**config.mk**
```make
export PLATFORM = sky130hd
export DESIGN_NAME = sdes_block_ctrl
export DESIGN_NICKNAME = d
export VERILOG_FILES = /design/src/rtl/sdes_block_ctrl.sv
export SDC_FILE = /design/constraint.sdc
export NUM_CORES = 1
export LEC_CHECK = 0
export CORE_ASPECT_RATIO = 1.1
export CORE_MARGIN = 10
export CORE_UTILIZATION = 28
export CTS_BUF_LIST = sky130_fd_sc_hd__clkbuf_8 sky130_fd_sc_hd__clkbuf_16
export CTS_CLUSTER_DIAMETER = 100
export DETAILED_ROUTE_END_ITERATION = 10
export PLACE_DENSITY_LB_ADDON = 0.12
export SLEW_MARGIN = 5
export SYNTH_ARGS = -nofsm -noshare
export SYNTH_HDL_FRONTEND = slang
export SYNTH_SLANG_ARGS = --single-unit
export TNS_END_PERCENT = 100
```
**constraint.sdc**
```tcl
create_clock -name clk -period 4.6 [get_ports clk]
set_input_delay 0.92 -clock clk [delete_from_list [all_inputs] [get_ports clk]]
set_output_delay 0.92 -clock clk [all_outputs]
set_load 0.01 [all_outputs]
```
**src/rtl/sdes_block_ctrl.sv**
```systemverilog
// Iterative S-DES encrypt/decrypt engine. One feistel_round is reused for both
// rounds; the controller owns the key schedule, IP/IP^-1, half swap and subkey order.

module feistel_round (
   input  logic [7:0] data,
   input  logic [7:0] subkey,
   output logic [7:0] result
);
   localparam logic [1:0] S0 [16] = '{2'd1, 2'd0, 2'd3, 2'd2,
                                      2'd3, 2'd2, 2'd1, 2'd0,
                                      2'd0, 2'd2, 2'd1, 2'd3,
                                      2'd3, 2'd1, 2'd3, 2'd2};
   localparam logic [1:0] S1 [16] = '{2'd0, 2'd1, 2'd2, 2'd3,
                                      2'd2, 2'd0, 2'd1, 2'd3,
                                      2'd3, 2'd0, 2'd1, 2'd0,
                                      2'd2, 2'd1, 2'd0, 2'd3};

   logic [7:0] mixed;
   logic [1:0] s0_out;
   logic [1:0] s1_out;
   logic [3:0] f_out;

   // S-box index is {row, col}: row = outer bits, col = inner bits of each nibble
   always_comb begin
      mixed  = {data[0], data[3], data[2], data[1], data[2], data[1], data[0], data[3]} ^ subkey;
      s0_out = S0[{mixed[7], mixed[4], mixed[6], mixed[5]}];
      s1_out = S1[{mixed[3], mixed[0], mixed[2], mixed[1]}];
      f_out  = {s0_out[0], s1_out[0], s1_out[1], s0_out[1]};
      result = {data[7:4] ^ f_out, data[3:0]};
   end
endmodule

module sdes_block_ctrl #(
   parameter bit KEY_CACHE = 1'b1,
   parameter int CNT_W     = 16
) (
   input  logic             clk,
   input  logic             rst_n,
   input  logic             in_valid,
   output logic             in_ready,
   input  logic [7:0]       in_data,
   input  logic [9:0]       in_key,
   input  logic             in_decrypt,
   output logic             out_valid,
   input  logic             out_ready,
   output logic [7:0]       out_data,
   output logic             busy,
   output logic [CNT_W-1:0] blk_count
);
   typedef enum logic [2:0] {IDLE, KEY, R1, R2, DONE} state_t;

   state_t     state_q;
   state_t     state_d;
   logic [7:0] data_q;
   logic [9:0] key_q;
   logic       dec_q;
   logic [7:0] k1_q;
   logic [7:0] k2_q;
   logic [9:0] cache_key;
   logic       cache_vld;

   logic       accept;
   logic       handoff;
   logic       key_miss;
   logic [9:0] p10;
   logic [9:0] ls1;
   logic [9:0] ls2;
   logic [7:0] k1_w;
   logic [7:0] k2_w;
   logic [7:0] ip_in;
   logic [7:0] round_key;
   logic [7:0] round_out;
   logic [7:0] ipi_out;

   assign in_ready = (state_q == IDLE) | ((state_q == DONE) & out_ready);
   assign accept   = in_valid & in_ready;
   assign handoff  = out_valid & out_ready;
   assign busy     = (state_q != IDLE);
   assign key_miss = !KEY_CACHE || !cache_vld || (in_key != cache_key);

   // Subkeys are derived from the registered key so the KEY cycle only loads them
   always_comb begin
      p10  = {key_q[7], key_q[5], key_q[8], key_q[3], key_q[6],
              key_q[0], key_q[9], key_q[1], key_q[2], key_q[4]};
      ls1  = {p10[8:5], p10[9], p10[3:0], p10[4]};
      ls2  = {ls1[7:5], ls1[9:8], ls1[2:0], ls1[4:3]};
      k1_w = {ls1[4], ls1[7], ls1[3], ls1[6], ls1[2], ls1[5], ls1[0], ls1[1]};
      k2_w = {ls2[4], ls2[7], ls2[3], ls2[6], ls2[2], ls2[5], ls2[0], ls2[1]};
      ip_in = {in_data[6], in_data[2], in_data[5], in_data[7],
               in_data[4], in_data[0], in_data[3], in_data[1]};
      if (state_q == R1) begin
         round_key = dec_q ? k2_q : k1_q;
      end else begin
         round_key = dec_q ? k1_q : k2_q;
      end
      ipi_out = {round_out[4], round_out[7], round_out[5], round_out[3],
                 round_out[1], round_out[6], round_out[0], round_out[2]};
   end

   feistel_round u_round (
      .data   (data_q),
      .subkey (round_key),
      .result (round_out)
   );

   always_ff @(posedge clk) begin
      if (!rst_n) begin
         state_q <= IDLE;
      end else begin
         state_q <= state_d;
      end
   end

   always_comb begin
      state_d = state_q;
      case (state_q)
         IDLE: if (accept) state_d = key_miss ? KEY : R1;
         KEY:  state_d = R1;
         R1:   state_d = R2;
         R2:   state_d = DONE;
         DONE: begin
            if (out_ready) begin
               if (accept) state_d = key_miss ? KEY : R1;
               else        state_d = IDLE;
            end
         end
         default: state_d = IDLE;
      endcase
   end

   // Accept happens only in IDLE/DONE, so it never collides with the R1 data update
   always_ff @(posedge clk) begin
      if (!rst_n) begin
         data_q    <= '0;
         key_q     <= '0;
         dec_q     <= 1'b0;
         k1_q      <= '0;
         k2_q      <= '0;
         cache_key <= '0;
         cache_vld <= 1'b0;
         out_valid <= 1'b0;
         out_data  <= '0;
         blk_count <= '0;
      end else begin
         if (accept) begin
            data_q <= ip_in;
            key_q  <= in_key;
            dec_q  <= in_decrypt;
         end
         if (handoff) begin
            out_valid <= 1'b0;
            blk_count <= blk_count + CNT_W'(1);
         end
         case (state_q)
            KEY: begin
               k1_q      <= k1_w;
               k2_q      <= k2_w;
               cache_key <= key_q;
               cache_vld <= 1'b1;
            end
            R1: data_q <= {round_out[3:0], round_out[7:4]};
            R2: begin
               out_data  <= ipi_out;
               out_valid <= 1'b1;
            end
            default: ;
         endcase
      end
   end
endmodule

```
==> out/results.tsv, run 1 <==
metric	value	unit
start_util	0.287	
grt_max_degree	37	
grt_pass1_wl	12.9	mm
grt_use_total	0.102	
hold_viol_final	0	
rsz0062_at_grt	no	
whs	0.459	ns
ioPinCount	50	
yosysMostFrequentCell	nand2_1	
finalClockSkew	0.00539	ns
synth_edf_count	0	
grt_overflow	0	
yosys_warnings	0	
synthDistinctLibCells	44	
design.core.area	10900	µm²
diodes	0	
post-route-util	0.368	
io_buffers	49	
fill_cells	1182	
min_period	3.37	ns
area_delta_synth_final	28.1	%
path_class	in -> out	
rows	40	
dieArea	15800	µm²
synth_top_cell_by_area	dfxtp_1	
slew_headroom	0.254	
status	completed	
cts_buffers	9	
cap_violations	0	
synth_area	3130	µm²
clk_latency	0.33	ns
finalSetupTns	0	ns
wirelength	7.75	mm
drive_above_1_share	0.0619	
cts_resized	0	
avgSynthCellArea	8.58	µm²
htreeDepth	3	
die_y	131	µm
async_flop_share	0	
cts_root_buf	clkbuf_16	
max_freq	297	MHz
crit_arrival	2.45	ns
setup_viol	0	
dr.pass1.iters	4	
seq_area_frac_synth	0.371	
power_leakage	1.48	nW
clockBufferDepth	2	
clk_pin_slew	0.05	ns
ys.flop_type	dfxtp_1	
vdd_drop_max	0.150	mV
die_w	121	µm
drc	0	
ys_ff_latch	58	
antenna_found_initial	0	
path_max_fanout	4	
endpoint_kind	output pin	
dpl.hpwl	5.49	mm
cts_tree	yes	
cp-start-kind	input port	
tightest_slew	1.12	ns
yosys-top-cells-area	dfxtp_1 37%, xnor2_1 8.4%, nand2_1 7.4%, mux2i_1 5.4%, a21boi_0 4.1%	
nNetsFinal	424	
postCtsHoldBufs	0	
syn-num-nets	390	
clock-sinks	58	
min_path_type	reg -> reg	
fin_crit_sh	0.732	
yosys.area.top_type_share	0.371	
globalplace.congestion	0.680	
synthesis.instances	365	
required	3.68	ns
post_cts_buffers	0	
drtIter0Drc	82	
yosys-top-cells-count	62 x nand2_1, 58 x dfxtp_1, 30 x xnor2_1	
vias	2540	
first_global_vias	2524	
cellPowerDensity	388	nW/µm²
wl_per_cell	14.1	µm
via_per_inst	4.61	
drv_slew	0	
antenna_left	0	
[cells by family (layout without fill, tap and decap cells)]
| group | after synthesis | after routing | synth area share |
|---|---|---|---|
| flops | 58 | 58 | 0.371 |
| simple gates | 165 | 165 | 0.298 |
| compound gates | 55 | 55 | 0.118 |
| mux | 18 | 18 | 0.0587 |
| xor+xnor | 36 | 36 | 0.105 |
| fa+ha+maj | 2 | 2 | 0.00799 |
| buf+inv | 31 | 70 | 0.0407 |
[worst max-delay path: stages]
cell	delay, ns
clkdlybuf4s50_1	0.52
inv_1	0.08
a21boi_0	0.31
clkdlybuf4s50_1	0.62
[final cells by class]
class / instances / area (µm²) / area share
sequential: 58 / 1160 / 0.289
tap: 147 / 184 / 0.0459
clock buffer: 13 / 280 / 0.0699
multi-input combinational: 276 / 1850 / 0.461
timing repair buffer: 51 / 505 / 0.126
inverter: 3 / 11.3 / 0.00281
clock inverter: 3 / 21.3 / 0.00530
[flip-flops by register name, indices dropped and copies added, names as in the netlist]
name       flops
blk_count     16
cache_vld      1
data_q         8
dec_q          1
k1_q           7
k2_q           3
key_q         10
out_data       8
out_valid      1
state_q        3
[where the power goes]
group / total (mW) / internal (mW) / leakage [nW] / switching (mW)
Clock: 0.667 / 0.423 / 0.148 / 0.244
Combinational: 0.303 / 0.148 / 0.862 / 0.155
Sequential: 0.588 / 0.535 / 0.471 / 0.0528
[per-stage QoR]
step / power, mW / instance area (µm²) / setup slack, ns / instances
finish: 1.56 / 4010 / 1.23 / 551
CTS: 1.58 / 4010 / 1.25 / 551
floorplan: 0.814 / 3130 / 2.22 / 365
detailed placement: 0.908 / 3710 / 1.25 / 535
global placement: 0.903 / 3710 / 1.31 / 535
global route: 1.64 / 4010 / 1.18 / 551
[path summary, 6_finish.rpt]
| path | start | endpoint | slack [ns] | cells past startpoint |
|---|---|---|---|---|
| worst min register to register | key_q[4] | key_q[4] | 0.46 | 2 |
| worst max register to register | dec_q | data_q[0] | 1.62 | 8 |
| worst max-delay path | out_ready | in_ready | 1.23 | 4 |
| worst min-delay path | key_q[4] | key_q[4] | 0.46 | 2 |
[layout by cell type, fill, tap and decap left out, types with 5 or more instances in the layout]
cell type / synthesis / layout
a21boi_0: 17 / 17
a21oi_1: 12 / 12
and2_1: 19 / 19
and3b_1: 9 / 9
clkbuf_16: 0 / 9
clkdlybuf4s50_1: 0 / 49
dfxtp_1: 58 / 58
mux2i_1: 17 / 17
nand2_1: 62 / 62
nand3_1: 11 / 11
nand3b_1: 5 / 5
nand4_1: 6 / 6
nor2_1: 6 / 6
nor2b_1: 13 / 13
nor3b_1: 13 / 12
o21ai_0: 10 / 10
xnor2_1: 30 / 30
[routing by layer]
layer,track usage,wire [µm]
met5,0,0
met1,0.128,3790
met3,0.0245,297
met4,0.0533,163
met2,0.157,3500
Power figures use the tool's default switching activity.
==> inputs of run 2 (changes only) <==
==> constraint.sdc (replaced) <==
create_clock -name clk -period 2.8 [get_ports clk]
set_input_delay 0.56 -clock clk [delete_from_list [all_inputs] [get_ports clk]]
set_output_delay 0.56 -clock clk [all_outputs]
set_load 0.01 [all_outputs]
==> run 2 against run 1 <==
Critical path depth unchanged. Core utilization up 0.37 points. Die area is the same. Sequential power increased by 62%. Power is 59% higher. Hold slack better by 0.0015 ns. Clock power increased by 47%. Final cell count is 1.8% higher. Final area is 1.0% higher. Critical path type unchanged. Critical endpoint unchanged. Largest cell class unchanged.
==> out/results.tsv, run 2 (synthesis results as in run 1) <==
metric	value	unit
globalplace.congestion	0.721	
min_path_type	reg -> reg	
cts_root_buf	clkbuf_16	
grt_pass1_wl	13.4	mm
stdcell_area	4050	µm²
ioPinCount	50	
crit_arrival	2.07	ns
crit_start	out_ready	
path_max_fanout	4	
hold_viol_final	0	
dpl.hpwl	5.70	mm
drc	0	
rr_startpoint	dec_q	
drive_above_1_share	0.0749	
post_cts_buffers	0	
clock-sinks	58	
cts_resized	0	
rsz0062_at_grt	no	
wirelength	7.98	mm
design.core.area	10900	µm²
antenna_left	0	
die_w	121	µm
power_leakage	1.53	nW
reg_top3	blk_count (16), key_q (10)	
postCtsHoldBufs	0	
fin_crit_sh	0.939	
vias	2581	
max_freq	380	MHz
dr.pass1.iters	4	
wl_per_cell	14.2	µm
clockBufferDepth	2	
dieArea	15800	µm²
worstHoldStart	key_q[3]	
finalSetupTns	0	ns
via_per_inst	4.60	
cts_tree	yes	
status	completed	
grt_use_total	0.106	
hold_depth	2	
clk_latency	0.33	ns
dpl_cell_area	3780	µm²
endpoint_kind	output pin	
final_cell_mix	62 x nand2_1, 58 x dfxtp_1, 49 x clkdlybuf4s50_1	
reg2reg_depth	9	
cts_buffers	9	
drtIter0Drc	103	
vdd_drop_max	0.298	mV
setup_viol	0	
drv_slew	0	
grt_max_degree	58	
path_class	in -> out	
finalClockSkew	0.00607	ns
required	2.24	ns
fill_cells	1194	
slew_headroom	0.661	
antenna_found_initial	0	
grt_overflow	0	
diodes	0	
regMostFlops	blk_count	
min_period	2.63	ns
clk_pin_slew	0.05	ns
die_y	131	µm
tightest_slew	0.509	ns
htreeDepth	3	
start_util	0.287	
io_buffers	49	
cellPowerDensity	612	nW/µm²
cp-start-kind	input port	
first_global_vias	2589	
largest_reg_flops	16	
area_delta_synth_final	29.4	%
nNetsFinal	434	
rows	40	
final_common_cell	nand2_1	
cap_violations	0	
==> run 2: cell count changes in the layout (fill, tap and decap cells not counted) <==
cell,delta
buf_4,+10
clkinv_4,-1
inv_1,+4
clkbuf_8,-3
==> run 2: per-stage QoR <==
stage / setup slack, ns / instances / util / hold slack [ns] / total power, mW
floorplan: 0.552 / 365 / - / 0.440 / 1.34
global placement: 0.224 / 545 / 0.347 / 0.448 / 1.52
detailed placement: 0.177 / 545 / 0.347 / 0.457 / 1.53
CTS: 0.170 / 561 / 0.371 / 0.465 / 2.52
global route: 0.0186 / 561 / 0.371 / 0.484 / 2.62
finish: 0.170 / 561 / 0.371 / 0.460 / 2.48
==> run 2: final timing paths <==
kind	end	slack, ns
setup / recovery	in_ready	0.17
hold / removal	key_q[3]	0.46
setup reg to reg	data_q[3]	0.27
hold reg to reg	key_q[3]	0.46
==> run 2: area by class of cell <==
| type | instances | area (µm²) | area share |
|---|---|---|---|
| inverter | 3 | 11.3 | 0.00278 |
| tap | 147 | 184 | 0.0454 |
| clock buffer | 10 | 239 | 0.0590 |
| sequential | 58 | 1160 | 0.287 |
| clock inverter | 6 | 27.5 | 0.00679 |
| multi-input combinational | 276 | 1850 | 0.456 |
| timing repair buffer | 61 | 581 | 0.143 |
==> run 2: where the power goes <==
group | total [mW] | leakage, nW | internal, mW | switching [mW]
clock | 0.983 | 0.143 | 0.607 | 0.376
sequential | 0.953 | 0.471 | 0.880 | 0.0729
combinational | 0.544 | 0.912 | 0.267 | 0.277
total | 2.48 | 1.53 | 1.75 | 0.726
==> run 2: routing by layer <==
metal / global-route usage / vias to the layer above / share of wire
li1: - / 1337 / -
met4: 0.0511 / 0 / 0.020
met1: 0.133 / 1194 / 0.50
met2: 0.164 / 40 / 0.44
met5: 0 / - / 0
met3: 0.0283 / 10 / 0.034
==> run 2: worst max-delay path, cell delays in order <==
cell             delay [ns]
clkdlybuf4s50_1        0.51
inv_1                  0.08
a21boi_0               0.30
clkdlybuf4s50_1        0.62
==> inputs of run 3 (changes only) <==
--- a/config.mk
+++ b/config.mk
@@ -12,6 +12,7 @@
 export CTS_CLUSTER_DIAMETER = 100
 export DETAILED_ROUTE_END_ITERATION = 10
 export PLACE_DENSITY_LB_ADDON = 0.12
+export SETUP_SLACK_MARGIN = 0.3
 export SLEW_MARGIN = 5
 export SYNTH_ARGS = -nofsm -noshare
 export SYNTH_HDL_FRONTEND = slang
==> run 3 against run 2 <==
Wire length rose by 0.19%. Clock skew barely moved. Via count rose by 0.43%. First-iteration DRC count fell by 7.8%. Sequential cell count did not move. Sequential power barely moved. Core utilization rose by 0.29 points. Combinational power rose by 2%. Fmax rose by 11%. Power rose by 0.54%. Die area did not move.
==> out/results.tsv, run 3 (synthesis results as in run 1) <==
metric	value	unit
drtIter0Drc	95	
use_met3	0.0283	
design.core.area	10900	µm²
fill_cells	1198	
wirelength	8.00	mm
endpoint_kind	flip-flop	
via_per_inst	4.62	
antenna_found_initial	0	
dr.pass1.iters	4	
setup_viol	0	
grt_pass1_wl	13.4	mm
crit_arrival	2.58	ns
clk_pin_slew	0.05	ns
first_global_vias	2589	
ioPinCount	50	
htreeDepth	3	
status	completed	
grtUsageMet2	0.164	
whs	0.459	ns
start_util	0.287	
clk_latency	0.33	ns
clock-sinks	58	
crit_family	simple AND/OR/NAND/NOR gates	
area_delta_synth_final	30.4	%
fin_total_pwr	2.49	mW
drc	0	
finalClockSkew	0.00595	ns
nNetsFinal	434	
rows	40	
slew_headroom	0.655	
postCtsHoldBufs	0	
cts_buffers	9	
path_class	reg -> reg	
p_switching	731	µW
grt_use_total	0.106	
drive_above_1_share	0.0894	
path_max_fanout	7	
pwr-share-clk	0.394	
cp-start-kind	flip-flop	
critPathBufInv	1	
rsz0062_at_grt	yes	
dieArea	15800	µm²
fin_crit_sh	0.844	
drv_slew	0	
antenna_left	0	
vdd_drop_max	0.299	mV
wl_per_cell	14.3	µm
slowest_delay	0.48	ns
tightest_slew	0.513	ns
post-route-util	0.374	
dpl.hpwl	5.70	mm
largest_reg_flops	16	
power_leakage	1.55	nW
grt_max_degree	58	
grtUsageMet1	0.133	
die_y	131	µm
cellPowerDensity	611	nW/µm²
pwr-share-comb	0.223	
final_common_cell	nand2_1	
reg_top3	blk_count (16), key_q (10)	
post_cts_buffers	0	
grt_overflow	0	
crit_slowest_cell	or3b_2	
max_freq	423	MHz
p_seq_frac	0.383	
cts_root_buf	clkbuf_16	
io_buffers	49	
cap_violations	0	
swShare	0.293	
min_path_type	reg -> reg	
cp_cell_sequence	or3b_2 -> a41oi_1 -> nor4_1 -> buf_4 -> and3_1 -> o22ai_1 -> xnor2_1 -> o21ai_1 -> and2_1	
required	3.02	ns
finalSetupTns	0	ns
clockBufferDepth	2	
hold_viol_final	0	
globalplace.congestion	0.721	
final_cell_mix	62 x nand2_1, 56 x dfxtp_1, 48 x clkdlybuf4s50_1	
regMostFlops	blk_count	
diodes	0	
top_usage_layer	met2	
cts_tree	yes	
min_period	2.36	ns
p_int	1.76	mW
die_w	121	µm
vias	2592	
## run 3: cell types whose count changed in the layout (fill, tap and decap cells not counted), sizes merged
cell / delta
clkdlybuf4s50: -1
dlymetal6s2s: +1
## run 3: worst paths after layout
check	start	endpoint	slack, ns	cells after the start
worst min-delay path	key_q[3]	key_q[3]	0.46	2
worst max-delay path	k1_q[2]	out_data[7]	0.44	9
worst max register to register	k1_q[2]	out_data[7]	0.44	9
worst min register to register	key_q[3]	key_q[3]	0.46	2
## run 3: layer usage
layer,up-vias,wire [µm],part of all wire
li1,1339,-,-
met1,1201,3990,0.50
met2,42,3540,0.44
met3,10,306,0.038
met4,0,156,0.020
met5,-,0,0
## run 3: stage by stage
stage,cells,instance area (µm²),setup WS [ns]
detailed placement,545,3780,0.177
global route,561,4080,0.267
finish,561,4080,0.437
CTS,561,4050,0.261
floorplan,365,3130,0.552
global placement,545,3780,0.224
## run 3: worst reg2reg max path, cell delays in order (launching register included)
cell and delay [ns]:
dfxtp_1 0.47, or3b_2 0.48, a41oi_1 0.24, nor4_1 0.09, buf_4 0.15, and3_1 0.17, o22ai_1 0.21, xnor2_1 0.19
o21ai_1 0.09, and2_1 0.15
## run 3: cell type report
| cell class | count | area [µm²] | share of cell area |
|---|---|---|---|
| Sequential cell | 58 | 1160 | 0.285 |
| Timing Repair Buffer | 61 | 583 | 0.143 |
| Multi-Input combinational cell | 276 | 1870 | 0.459 |
| Tap cell | 147 | 184 | 0.0451 |
| Clock inverter | 6 | 27.5 | 0.00674 |
| Clock buffer | 10 | 239 | 0.0585 |
| Inverter | 3 | 11.3 | 0.00276 |
## run 3: timing repair
action | 4_1_cts | 5_1_grt
endpoints found under the hold margin | 0 | 0
cloned | 0 | 0
pin swaps | 0 | 0
resized for setup | 2 | 6
setup endpoints to repair | 5 | 9
## run 3: power groups by stage
stage                     Combinational [mW]  Clock [mW]  Sequential (mW)
after detailed placement               0.556           0            0.972
after global routing                   0.621        1.04            0.968
after CTS                              0.559        1.01            0.955
final                                  0.555       0.983            0.955
after floorplan                        0.412           0            0.925
after global placement                 0.547           0            0.969
